--- src/rtl/counter_bank_pkg.sv ---
// Shared types and helpers for the counter bank with drain stream.
// COUNTER_BANK_SATURATE_EN selects saturating instead of wrapping counters.
package counter_bank_pkg;

  localparam int unsigned DefaultAddrW = 3;
  localparam int unsigned DefaultDataW = 32;

  typedef enum logic [1:0] {
    StIdle,
    StLoad,
    StSend
  } drain_state_t;

  // Next counter value for a counter of the given width (width <= 64).
  function automatic logic [63:0] next_count(logic [63:0] val, int unsigned width);
    logic [63:0] max_val;
    max_val = (width >= 64) ? {64{1'b1}} : ((64'd1 << width) - 64'd1);
`ifdef COUNTER_BANK_SATURATE_EN
    if (val == max_val) begin
      return max_val;
    end
`endif
    return (val + 64'd1) & max_val;
  endfunction

endpackage

--- src/rtl/counter_bank_mem.sv ---
// Counter register array: increment port, clear port and async read port.
// A clear that collides with an increment of the same entry leaves it at 1.
module counter_bank_mem
  import counter_bank_pkg::*;
#(
  parameter int unsigned ADDR_W = DefaultAddrW,
  parameter int unsigned DEPTH  = 2 ** ADDR_W,
  parameter int unsigned DATA_W = DefaultDataW
) (
  input  logic              clk_i,
  input  logic              rst_ni,
  input  logic              inc_valid_i,
  input  logic [ADDR_W-1:0] inc_addr_i,
  input  logic              clr_valid_i,
  input  logic [ADDR_W-1:0] clr_addr_i,
  input  logic [ADDR_W-1:0] rd_addr_i,
  output logic [DATA_W-1:0] rd_data_o
);

  logic [DATA_W-1:0] mem_q [DEPTH];
  logic [DATA_W-1:0] mem_d [DEPTH];

  always_comb begin
    for (int unsigned i = 0; i < DEPTH; i++) begin
      mem_d[i] = mem_q[i];
      if (inc_valid_i && (inc_addr_i == ADDR_W'(i))) begin
        mem_d[i] = DATA_W'(next_count(64'(mem_q[i]), DATA_W));
      end
      if (clr_valid_i && (clr_addr_i == ADDR_W'(i))) begin
        // The captured value excludes this cycle's increment, so keep it here.
        mem_d[i] = (inc_valid_i && (inc_addr_i == clr_addr_i)) ? DATA_W'(1) : '0;
      end
    end
  end

  always_ff @(posedge clk_i or negedge rst_ni) begin
    if (!rst_ni) begin
      for (int unsigned i = 0; i < DEPTH; i++) begin
        mem_q[i] <= '0;
      end
    end else begin
      for (int unsigned i = 0; i < DEPTH; i++) begin
        mem_q[i] <= mem_d[i];
      end
    end
  end

  assign rd_data_o = mem_q[rd_addr_i];

endmodule

--- src/rtl/counter_bank_drain.sv ---
// Counter bank with a read-and-clear drain pass presented as a valid/ready stream.
// Counter overflow behaviour follows COUNTER_BANK_SATURATE_EN (see counter_bank_pkg).
module counter_bank_drain
  import counter_bank_pkg::*;
#(
  parameter int unsigned ADDR_W = DefaultAddrW,
  parameter int unsigned DEPTH  = 2 ** ADDR_W,
  parameter int unsigned DATA_W = DefaultDataW
) (
  input  logic              clk,
  input  logic              reset_n,
  input  logic              inc_valid,
  input  logic [ADDR_W-1:0] inc_addr,
  input  logic              drain_start,
  output logic              drain_busy,
  output logic              out_valid,
  input  logic              out_ready,
  output logic [ADDR_W-1:0] out_addr,
  output logic [DATA_W-1:0] out_data,
  output logic              out_last
);

  drain_state_t      state_q;
  logic [ADDR_W-1:0] idx_q;
  logic              busy_q;
  logic              valid_q;
  logic              last_q;
  logic [ADDR_W-1:0] addr_q;
  logic [DATA_W-1:0] data_q;
  logic [DATA_W-1:0] rd_data;
  logic              load;

  assign load = (state_q == StLoad);

  counter_bank_mem #(
    .ADDR_W (ADDR_W),
    .DEPTH  (DEPTH),
    .DATA_W (DATA_W)
  ) u_mem (
    .clk_i       (clk),
    .rst_ni      (reset_n),
    .inc_valid_i (inc_valid),
    .inc_addr_i  (inc_addr),
    .clr_valid_i (load),
    .clr_addr_i  (idx_q),
    .rd_addr_i   (idx_q),
    .rd_data_o   (rd_data)
  );

  always_ff @(posedge clk or negedge reset_n) begin
    if (!reset_n) begin
      state_q <= StIdle;
      idx_q   <= '0;
      busy_q  <= 1'b0;
      valid_q <= 1'b0;
      last_q  <= 1'b0;
      addr_q  <= '0;
      data_q  <= '0;
    end else begin
      unique case (state_q)
        StIdle: begin
          if (drain_start) begin
            state_q <= StLoad;
            idx_q   <= '0;
            busy_q  <= 1'b1;
          end
        end
        StLoad: begin
          data_q  <= rd_data;
          addr_q  <= idx_q;
          last_q  <= (idx_q == ADDR_W'(DEPTH - 1));
          valid_q <= 1'b1;
          state_q <= StSend;
        end
        StSend: begin
          if (out_ready) begin
            valid_q <= 1'b0;
            if (last_q) begin
              state_q <= StIdle;
              busy_q  <= 1'b0;
            end else begin
              idx_q   <= idx_q + 1'b1;
              state_q <= StLoad;
            end
          end
        end
        default: state_q <= StIdle;
      endcase
    end
  end

  assign drain_busy = busy_q;
  assign out_valid  = valid_q;
  assign out_addr   = addr_q;
  assign out_data   = data_q;
  assign out_last   = last_q;

endmodule

--- config.mk ---
export PLATFORM = sky130hd
export DESIGN_NAME = counter_bank_drain
export DESIGN_NICKNAME = d
export VERILOG_FILES = /design/src/rtl/counter_bank_pkg.sv /design/src/rtl/counter_bank_mem.sv /design/src/rtl/counter_bank_drain.sv
export SDC_FILE = /design/constraint.sdc
export NUM_CORES = 1
export LEC_CHECK = 0
export CAP_MARGIN = 20
export CORE_MARGIN = 1.5
export CORE_UTILIZATION = 40
export DETAILED_ROUTE_END_ITERATION = 12
export GPL_TIMING_DRIVEN = 0
export PLACE_DENSITY_LB_ADDON = 0.08
export SLEW_MARGIN = 20
export SYNTH_ARGS = -nofsm -noshare
export SYNTH_HDL_FRONTEND = slang
export SYNTH_SLANG_ARGS = --single-unit
export TNS_END_PERCENT = 50
--- constraint.sdc ---
create_clock -name clk -period 3.2 [get_ports clk]
set_input_delay 0.8 -clock clk [delete_from_list [all_inputs] [get_ports clk]]
set_output_delay 0.8 -clock clk [all_outputs]
set_load 0.02 [all_outputs]
==> flow_metrics.py <==
metrics = {
    "timing": {
        "min_period_over_period_pct": 93.6,
        "rsz0062_at_grt": "no",
        "min_period_ns": 3.00,
        "worst-slew-pin-transition_ns": 0.989,
        "fin_skew_ns": 0.0162,
        "setup_violations": 0,
        "clock.fmax_ghz": 0.334,
        "hold_viol": 0,
        "maxSlewHeadroom_pct": 33.5,
        "holdWs_ns": 0.177,
        "finalMaxSlewViolations": 0,
        "fin_tns_setup_ns": 0,
    },
    "grt": {
        "grt_max_degree": 93,
        "antenna_found_initial": 0,
        "grt_usage_pct": 23.8,
        "grt_overflow_total": 0,
        "grt_pass1_vias": 12400,
        "grt_pass1_wl_um": 78500,
    },
    "logic_synthesis": {
        "synth-seq-cells": 299,
        "synth_top_family_by_area": "simple AND/OR/NAND/NOR gates",
        "syn_inst": 1659,
        "yosysUniqueCellTypes": 62,
        "synth_area_per_cell_um2": 10.0,
        "async_flop_share_pct": 100,
        "synth_edf_count": 0,
        "synth_warnings": 0,
        "synthMuxAreaShare_pct": 10.9,
        "ys_seq_area_share_pct": 44.9,
        "synth-compound-area-share_pct": 4.41,
        "synth_ff_type": "dfrtp_1",
        "syn_nets": 1681,
        "synthSimpleGateAreaFrac_pct": 24.1,
        "synth_area_mm2": 0.0167,
        "synthAdderAreaFrac_pct": 1.05,
        "synth_xor_area_share_pct": 11.8,
    },
    "floorplan": {
        "fp.coreArea_mm2": 0.0409,
        "rows": 74,
        "io_pins": 46,
        "start_util_pct": 40.7,
        "dieWidth_um": 207,
        "dieHeight_um": 207,
        "dieArea_mm2": 0.0429,
    },
    "clock_tree": {
        "cts-buffers-inserted": 37,
        "cts_max_level": 2,
        "clk-insertion-delay-late_ns": 0.55,
        "cts_buffer_depth": 3,
        "cts_tree": "yes",
        "path_clk_slew_ns": 0.06,
        "root_buffer": "clkbuf_16",
        "hold_buffers": 0,
        "cts.sinks": 299,
    },
    "critical_path": {
        "crit_required_ns": 3.60,
        "start_kind": "register",
        "critPathCaptureType": "register",
        "path_max_fanout": 19,
        "crit_arrival_ns": 3.40,
        "criticalPathCategory": "register to register",
    },
    "layout": {
        "syn_to_final_growth_pct": 15.2,
        "final_cell_mix": "dfrtp_1 (299), nor2_1 (243), nand2_1 (150)",
        "num-nets-final": 1767,
        "nFillCells": 3940,
        "final-seq-area_mm2": 0.00748,
        "drive_gt1_share_pct": 10.3,
        "n_antenna_cell": 0,
        "multi_input_area_mm2": 0.00876,
        "final_common_cell": "dfrtp_1",
    },
    "power_and_ir_drop": {
        "cellLeakagePower_uw": 0.00802,
        "ir_drop_uv": 324,
        "power_density_mw_per_mm2": 608,
    },
    "outcome": {
        "outcome": "complete, no violations",
    },
    "routing": {
        "drt_iter0_markers": 1108,
        "drtAntennaViolNets": 0,
        "viasPerCell": 5.65,
        "totalWireLength_um": 50500,
        "num_vias": 13000,
        "drc": 0,
        "dr.pass1.iters": 6,
        "wl_per_cell_um": 21.9,
    },
    "placed_design": {
        "io_buffers": 45,
        "routabilityCongestion": 0.846,
        "hpwl_um": 37800,
    },
    "job": {
        "drv_cap": 0,
    },
    "min_path": {
        "hold_path_class": "input port to async pin",
    },
}
## flip-flops by register name (all words and copies together), names as in the netlist
register     flops
out_valid        1
drain_busy       1
idx_q            3
u_mem.mem_q    256
out_addr         3
state_q          2
out_data        32
out_last         1
## logic make-up (layout without fill, tap and decap cells)
logic type	after synthesis	after routing
and+or+nand+nor	787	787
DFF	299	299
xor gates and xnor gates	225	225
AOI/OAI and AO/OA	121	121
buffers and inverters	112	225
muxes	101	101
adders and majority gates	14	14
## per-stage QoR
step                instance area (um^2)  total power (uW)  instances  worst slack (ns)  utilization (%)
floorplan                          16700              6390       1659             0.662                -
global placement                   17800              7460       2236            -12.62             43.4
detailed placement                 17900              7490       2239            -0.662             43.7
CTS                                19200             11800       2306           -0.0164             46.8
global route                       19200             12200       2304            0.0251             46.9
finish                             19200             11700       2304             0.204             46.9
## final timing paths
check                                         start                           to  slack (ns)  cells after the start
max                            idx_q[1]$_DFFE_PN0P_  u_mem.mem_q[90]$_DFFE_PN0P_        0.20                      9
min                                         reset_n  u_mem.mem_q[92]$_DFFE_PN0P_        0.18                      1
max reg2reg                    idx_q[1]$_DFFE_PN0P_  u_mem.mem_q[90]$_DFFE_PN0P_        0.20                      9
min reg2reg                out_data[28]$_DFFE_PN0P_     out_data[28]$_DFFE_PN0P_        0.48                      2
max in group asynchronous                   reset_n     out_data[13]$_DFFE_PN0P_        1.83                      3
min in group clk           out_data[28]$_DFFE_PN0P_     out_data[28]$_DFFE_PN0P_        0.48                      2
## power by group
part	switching [uW]	total [uW]	internal (uW)
logic	1550	2700	1150
clock network	1700	4250	2550
registers	555	4720	4170
total	3810	11700	7860
## synthesized netlist by cell type (all sizes together) (4+ instances only)
master / n / area (um^2)
and2: 10 / 62.6
a211oi: 4 / 40.0
nand3: 85 / 438
clkbuf: 51 / 193
inv: 31 / 116
nand4: 84 / 526
a2111oi: 4 / 78.8
nor4bb: 4 / 40.0
and4: 22 / 193
mux2i: 36 / 360
or4: 4 / 30.0
o21ai: 67 / 335
or3: 22 / 138
a21oi: 32 / 160
xnor2: 112 / 981
nand2: 151 / 574
mux4: 64 / 1440
nor3b: 8 / 60.1
xor2: 113 / 990
nand2b: 5 / 31.3
nand4b: 7 / 104
dfrtp: 299 / 7480
and3: 34 / 213
nor2: 243 / 912
buf: 30 / 161
nor4: 43 / 282
ha: 14 / 175
nor3: 49 / 245
## routing by layer
layer  global-route usage, %  wire, um  vias to the layer above
met4                    6.32      1040                        0
met2                    34.7     22100                      338
met5                       0         0                        -
met1                    36.8     24600                     6528
met3                    3.53      2710                       61
li1                        -         -                     6087
## cell type report
class	instances	area share [%]
inverters	31	0.607
repair buffers	50	2.95
flip-flops and latches	299	39.0
well taps	532	3.47
multi-input cells	1248	45.7
clock buffers	58	6.19
clock inverters	8	0.274
plain buffers	78	1.86
## repair_timing
action	4_1_cts	5_1_grt
endpoints found under the setup margin	148	53
buffers inserted	2	0
gates resized for setup	13	9
pin swaps	2	0
## worst max-delay path: stages, from the launching register on
cell and delay, ns:
dfrtp_1 0.49, clkbuf_4 0.35, inv_1 0.26, ha_1 0.23, nand4b_1 0.39, a211oi_4 0.45
clkbuf_4 0.32, nand4_1 0.14, xor2_1 0.16, nor2_1 0.05
No activity file was read; power rests on OpenSTA's default activity.
